<file path="src/rtl/dram_arbiter.sv">
// Two-client (VGA read / CPU read-write) arbiter in front of a single-command SDRAM controller port.
// One transaction in flight: IDLE arbitrates, ISSUE holds the command until accepted, WAIT_RD waits for read data.
module dram_arbiter #(
    parameter int ADDR_W       = 24,
    parameter int DATA_W       = 16,
    parameter int STARVE_LIMIT = 16
) (
    input  logic              CLK1_50,
    input  logic              RST,
    input  logic              vga_req,
    input  logic [ADDR_W-1:0] vga_addr,
    output logic              vga_ack,
    output logic [DATA_W-1:0] vga_rdata,
    output logic              vga_rvalid,
    input  logic              cpu_req,
    input  logic              cpu_we,
    input  logic [ADDR_W-1:0] cpu_addr,
    input  logic [DATA_W-1:0] cpu_wdata,
    output logic              cpu_ack,
    output logic [DATA_W-1:0] cpu_rdata,
    output logic              cpu_rvalid,
    output logic              mem_valid,
    output logic              mem_we,
    output logic [ADDR_W-1:0] mem_addr,
    output logic [DATA_W-1:0] mem_wdata,
    input  logic              mem_ready,
    input  logic [DATA_W-1:0] mem_rdata,
    input  logic              mem_rvalid,
    output logic [1:0]        grant
);

    typedef enum logic [1:0] {IDLE, ISSUE, WAIT_RD} state_t;

    localparam logic [1:0] GNT_NONE  = 2'b00;
    localparam logic [1:0] GNT_VGA   = 2'b01;
    localparam logic [1:0] GNT_CPU   = 2'b10;
    localparam logic [7:0] STARVE_TH = 8'(STARVE_LIMIT);

    state_t     state, state_nxt;
    logic [7:0] starve_cnt;
    logic       vga_win, cpu_win;

    assign mem_valid = (state == ISSUE);

    always_comb begin
        state_nxt = state;
        vga_win   = 1'b0;
        cpu_win   = 1'b0;
        case (state)
            IDLE: begin
                // VGA has priority until the CPU has waited long enough
                if (cpu_req && (!vga_req || starve_cnt >= STARVE_TH))
                    cpu_win = 1'b1;
                else if (vga_req)
                    vga_win = 1'b1;
                if (cpu_win || vga_win)
                    state_nxt = ISSUE;
            end
            ISSUE: begin
                if (mem_ready)
                    state_nxt = mem_we ? IDLE : WAIT_RD;
            end
            WAIT_RD: begin
                if (mem_rvalid)
                    state_nxt = IDLE;
            end
            default: state_nxt = IDLE;
        endcase
    end

    always_ff @(posedge CLK1_50 or posedge RST) begin
        if (RST) begin
            state      <= IDLE;
            starve_cnt <= 8'd0;
            grant      <= GNT_NONE;
            vga_ack    <= 1'b0;
            cpu_ack    <= 1'b0;
            vga_rvalid <= 1'b0;
            cpu_rvalid <= 1'b0;
            vga_rdata  <= '0;
            cpu_rdata  <= '0;
            mem_we     <= 1'b0;
            mem_addr   <= '0;
            mem_wdata  <= '0;
        end else begin
            state      <= state_nxt;
            vga_ack    <= vga_win;
            cpu_ack    <= cpu_win;
            vga_rvalid <= 1'b0;
            cpu_rvalid <= 1'b0;

            if (vga_win || cpu_win) begin
                mem_addr  <= vga_win ? vga_addr : cpu_addr;
                mem_we    <= cpu_win & cpu_we;
                mem_wdata <= cpu_win ? cpu_wdata : '0;
                grant     <= vga_win ? GNT_VGA : GNT_CPU;
            end

            if (state == ISSUE && mem_ready && mem_we)
                grant <= GNT_NONE;

            // read data is steered to whoever owns the bus; the other client's rdata is untouched
            if (state == WAIT_RD && mem_rvalid) begin
                grant <= GNT_NONE;
                if (grant == GNT_VGA) begin
                    vga_rdata  <= mem_rdata;
                    vga_rvalid <= 1'b1;
                end else begin
                    cpu_rdata  <= mem_rdata;
                    cpu_rvalid <= 1'b1;
                end
            end

            if (!cpu_req || cpu_win)
                starve_cnt <= 8'd0;
            else if (grant != GNT_CPU && starve_cnt != 8'hFF)
                starve_cnt <= starve_cnt + 8'd1;
        end
    end

endmodule

</file>
<file path="config.mk">
export PLATFORM = sky130hd
export DESIGN_NAME = dram_arbiter
export DESIGN_NICKNAME = d
export VERILOG_FILES = /design/src/rtl/dram_arbiter.sv
export SDC_FILE = /design/constraint.sdc
export NUM_CORES = 1
export LEC_CHECK = 0
export CORE_ASPECT_RATIO = 1.1
export CORE_MARGIN = 1.5
export CORE_UTILIZATION = 40
export CTS_CLUSTER_DIAMETER = 50
export CTS_CLUSTER_SIZE = 28
export DETAILED_ROUTE_END_ITERATION = 6
export PLACE_DENSITY_LB_ADDON = 0.2
export SETUP_SLACK_MARGIN = 0.4
export SYNTH_ARGS = -nofsm -noshare
export SYNTH_HDL_FRONTEND = slang
export SYNTH_SLANG_ARGS = --single-unit
</file>
<file path="constraint.sdc">
create_clock -name CLK1_50 -period 2.8 [get_ports CLK1_50]
set_input_delay 0.28 -clock CLK1_50 [delete_from_list [all_inputs] [get_ports CLK1_50]]
set_output_delay 0.28 -clock CLK1_50 [all_outputs]
set_load 0.01 [all_outputs]
</file>
* Word level (Yosys, flattened, before mapping)
Index checks and enable logic that the tools add are counted.
** Storage, ports and cells
- Output and inout port bits :: 80
- Register bits after elaboration :: 89
- Bits in latches :: 0
- Memories kept :: 0
- Bits in writable memories :: 0
- Memory bits (read-only) :: 0
** Cells by class
- Reduce and logical (&&, ||, !) cells :: 17
- Bitwise gates (word level) :: 2
- Multiplexer cells :: 24
- Add/sub/neg operators :: 1
- Order comparisons :: 1
- Equality and inequality tests :: 8
- Shift operators :: 0
- Multipliers :: 0
- Div/mod/pow operators :: 0
** Operators with widths (number)
- 24-bit 2-to-1 mux :: 1
- 16-bit 2-to-1 mux :: 1
- 2-bit 2-to-1 mux :: 8
- 8-bit 2-to-1 mux :: 2
- 1-bit 2-to-1 mux :: 11
- 8-bit by 1-bit adder with 8-bit output (second input constant) :: 1
- 8-bit by 5-bit greater-or-equal comparator with 1-bit output (second input constant) :: 1
- 8-bit != test (second input constant) :: 1
- 2-bit != test (second input constant) :: 3
- 2-bit case mux with 3 select lines :: 1
- 1-bit logical AND :: 5
- 2-bit by 1-bit == test with 1-bit output (second input constant) :: 2
- 1-bit logical OR :: 4
- 2-bit AND reduction :: 2
- 3-bit AND reduction :: 1
- 3-bit nonzero test :: 1
- 2-bit == test (second input constant) :: 1
- 1-bit logical NOT :: 2
- 2-bit logical NOT :: 1
- 2-bit by 1-bit != test with 1-bit output (second input constant) :: 1
- 2-bit nonzero test :: 1
- 1-bit AND :: 1
- 1-bit inverter :: 1

* Depth between registers and ports, before layout
- Word-level depth :: 10
- Mapped depth :: 5

* Least setup slack after synthesis
Ideal clock, no wire load.
- Path kind :: register to register
- Start point :: register state[0]
- End point :: register vga_rdata[0]
- Buffers on the path :: 1
- Stages on the path, launching flop included :: 5
- Arrival :: 1.564 ns
- Period minus slack after synthesis :: 1.689 ns
- Library setup time :: 0.125 ns
- Setup slack :: 1.111 ns
- Required time :: 2.675 ns
- Cell sequence :: dfrtp_1 -> nand3b_1 -> nor3b_4 -> buf_6 -> mux2_2
** Between the ends
- Word-level cells in the longest chain between the ends :: 3
** Ends and longest elaborated chain
- from (decl) :: RTL line 39 : state_t state, state_nxt;
- from (signal assigned) :: RTL line 86 : state <= state_nxt;
- 2-bit == test :: RTL line 103 : if (state == WAIT_RD && mem_rvalid) begin
- 1-bit logical AND :: RTL line 103
- 2-bit AND reduction (no source line)
- to (signal assigned) :: RTL line 106 : vga_rdata <= mem_rdata;
- to (decl) :: RTL line 13 : output logic [DATA_W-1:0] vga_rdata,
No other way between the ends.
A chain may end at the register's enable or synchronous reset.

* Worst setup path in the final report
- Start point :: register state[1]
- End point :: output port mem_valid
** Between the ends
- Word-level cells in the longest chain between the ends :: 1
** Ends and longest elaborated chain
- 2-bit by 1-bit == test with 1-bit output :: RTL line 43 : assign mem_valid = (state == ISSUE);
- to (decl) :: RTL line 22 : output logic mem_valid,
No other way between the ends.

==> impl_metrics.toml <==
[run_status]
outcome = "finished clean"

[synthesis]
syn_area_um2 = 3650
synth-seq-cells = 89
yosys.cell_types.count = 37
syn_avg_cell_area_um2 = 13.9
post-synth-top-area-fraction = 0.610
synth-edff-count = 0
synth_flop_cell = "dfrtp_1"
postSynthCellCount = 263
yosysMostFrequentCell = "dfrtp_1"
synth_warnings = 0
synth.area.top_cells = "dfrtp_1 (61%), mux2_2 (9.9%), a22o_1 (9.8%)"
syn-num-nets = 352
synthTopCellsByCount = "dfrtp_1 (89), a22o_1 (41), mux2_2 (32)"
ys_seq_area_frac = 0.610
async_flop_share = 1.00
synth_top_area_cell = "dfrtp_1"

[layout]
final_nets = 524
fin_cells = 554
syn2layout_area_growth_pct = 55.7
fin_util = 0.641
drive_above_1_share = 0.143
num_antenna_cells = 0

[worst_setup_path]
r2r_setup_slack_ns = 1.01
crit_type = "reg2out"
crit_required_ns = 2.52
worstReg2RegStart = "state[0]$_DFFE_PP0P_"
worstRegToRegCells = 4
crit_path_max_fanout = 7
cp-start-kind = "flop"
end_kind = "output pin"
reg2reg_to = "vga_rdata[5]$_DFFE_PP0P_"
cp_data_arrival_time_ns = 1.63

[global_routing]
grt_usage = 0.188
grt_start_max_net_pins = 45
grt_pass1_vias = 2922
overflow = 0
grt_pass1_wl_mm = 13.9
antenna_found_initial = 0

[routing]
antenna_left = 0
vias = 2863
via_per_inst = 5.17
drt_iter0_markers = 101
routed_wl_mm = 8.87
route.detailed.drc = 0
post_drt_wl_per_cell_um = 16.0
dr.pass1.iters = 5

[timing]
finalCritPeriodShare = 0.683
rsz0062_at_grt = "false"
fmax_mhz = 523
setup_ws_ns = 0.887
whs_ns = 0.382
finalSetupViolCount = 0
fin_tns_setup_ns = 0
maxSlewViolCount = 0
fin_crit_ns = 1.91
final-hold-violation-count = 0
fin_skew_ns = 0.0136
relSlewSlack = 0.490
worst_pin_slew_ns = 0.762

[floorplanning]
io_pins = 167
fp-row-count = 36
coreArea_um2 = 8870
die_h_um = 103
die_w_um = 94.1
initial_core_util = 0.411
dieArea_um2 = 9710

[pwr]
switchingPower_mw = 1.79
intPower_mw = 3.92
seq_power_share = 0.379
netSwitchingFraction = 0.314
combPwrFrac = 0.445
p_leak_nw = 2.57
power_per_cell_area_nw_per_um2 = 1000
ir_drop_uv = 395
power_frac_clock = 0.176

[clock_tree]
cts_tree = "yes"
clockBufferDepth = 2
cts-buffers-inserted = 9
numClockSinks = 89
ctsResizeCount = 0
clkLatencyLatePin_ns = 0.35
root_buffer = "clkbuf_8"
postCtsHoldBufs = 0
path_clk_slew_ns = 0.09
htreeDepth = 3
cts_setup_buffers = 0

[place]
placed_cells = 538
gp_congestion = 0.747
port_buffers = 166
dpl.hpwl_mm = 6.42
pre_cts_ws_ns = 0.664

[hold_path]
hold_class = "in2async"

[run]
maxCapViolations = 0
[metal layers]
layer / wire length (um) / share of wire / track usage
met1: 3610 / 0.41 / 0.223
met2: 4190 / 0.47 / 0.304
met3: 942 / 0.11 / 0.0789
met4: 129 / 0.015 / 0.0769
met5: 0 / 0 / 0
[cell families after synthesis]
kind of cell / count (synthesis) / synth area share
multiplexers: 34 / 0.104
AND/OR/NAND/NOR: 33 / 0.0545
buffers and inverters: 19 / 0.0305
adder cells (fa/ha/maj): 2 / 0.00685
AO/OA/AOI/OAI: 83 / 0.187
flip-flops: 89 / 0.610
XOR/XNOR: 3 / 0.00720
[cells in the final DEF, fill, tap and decap left out, types with 2 or more instances in the layout]
cell             netlist  routed
clkdlybuf4s50_1        0     166
dfrtp_1               89      89
a22o_1                41      41
mux2_2                32      32
a21o_1                25      25
clkbuf_8               0      10
nor2_1                 8       8
nand2_1                7       7
inv_1                  7       6
buf_4                  2       6
a21oi_1                4       4
xnor2_1                3       3
nand3_1                3       3
o21ai_0                3       3
a21oi_2                2       2
mux2i_1                2       2
nand2b_1               2       2
nor3_1                 2       2
a2111oi_0              2       2
o31ai_1                2       2
ha_1                   2       2
bufinv_16              0       2
clkinv_4               0       2
[critical path, cell delays in order, from the launching register on]
cell and delay, ns:
dfrtp_1 0.48, nand2b_1 0.20, inv_1 0.06, clkdlybuf4s50_1 0.54
[registers in the layout, summed over array words and instances (netlist names)]
register and flops:
mem_addr 24, cpu_rdata 16, mem_wdata 16, vga_rdata 16, starve_cnt 8, grant 2
state 2, cpu_ack 1, cpu_rvalid 1, mem_we 1, vga_ack 1, vga_rvalid 1
[worst max path at each step]
stage / depth (start not counted) / end / from
after global placement: 4 / state[0]$_DFFE_PP0P_ / vga_req
after CTS: 3 / mem_valid / state[1]$_DFFE_PP0P_
final: 3 / mem_valid / state[1]$_DFFE_PP0P_
after global routing: 3 / mem_valid / state[1]$_DFFE_PP0P_
after floorplan: 4 / vga_rdata[0]$_DFFE_PP0P_ / state[0]$_DFFE_PP0P_
after detailed placement: 4 / mem_wdata[7]$_DFFE_PP0P_ / vga_req
[metrics by stage]
stage / power [mW] / area (um2)
after floorplan: 3.35 / 3650
after global placement: 4.69 / 5450
after detailed placement: 4.76 / 5450
after CTS: 5.78 / 5690
after global routing: 6.06 / 5690
final: 5.71 / 5690
[power groups by stage]
stage	combinational [mW]	clock [mW]	sequential [mW]
after detailed placement	2.58	0	2.18
final	2.54	1.00	2.16
after floorplan	0.979	0	2.38
after global placement	2.52	0	2.17
after global routing	2.74	1.09	2.23
after CTS	2.58	1.03	2.17
[layout make-up]
| cell class | count | area (um2) |
|---|---|---|
| flip-flops and latches | 89 | 2230 |
| clock buffers | 10 | 138 |
| clock inverters | 6 | 97.6 |
| repair buffers | 173 | 1730 |
| fillers | 716 | 3190 |
| well taps | 114 | 143 |
| multi-input cells | 155 | 1320 |
| inverters | 7 | 30.0 |
Power figures use the tool's default switching activity.
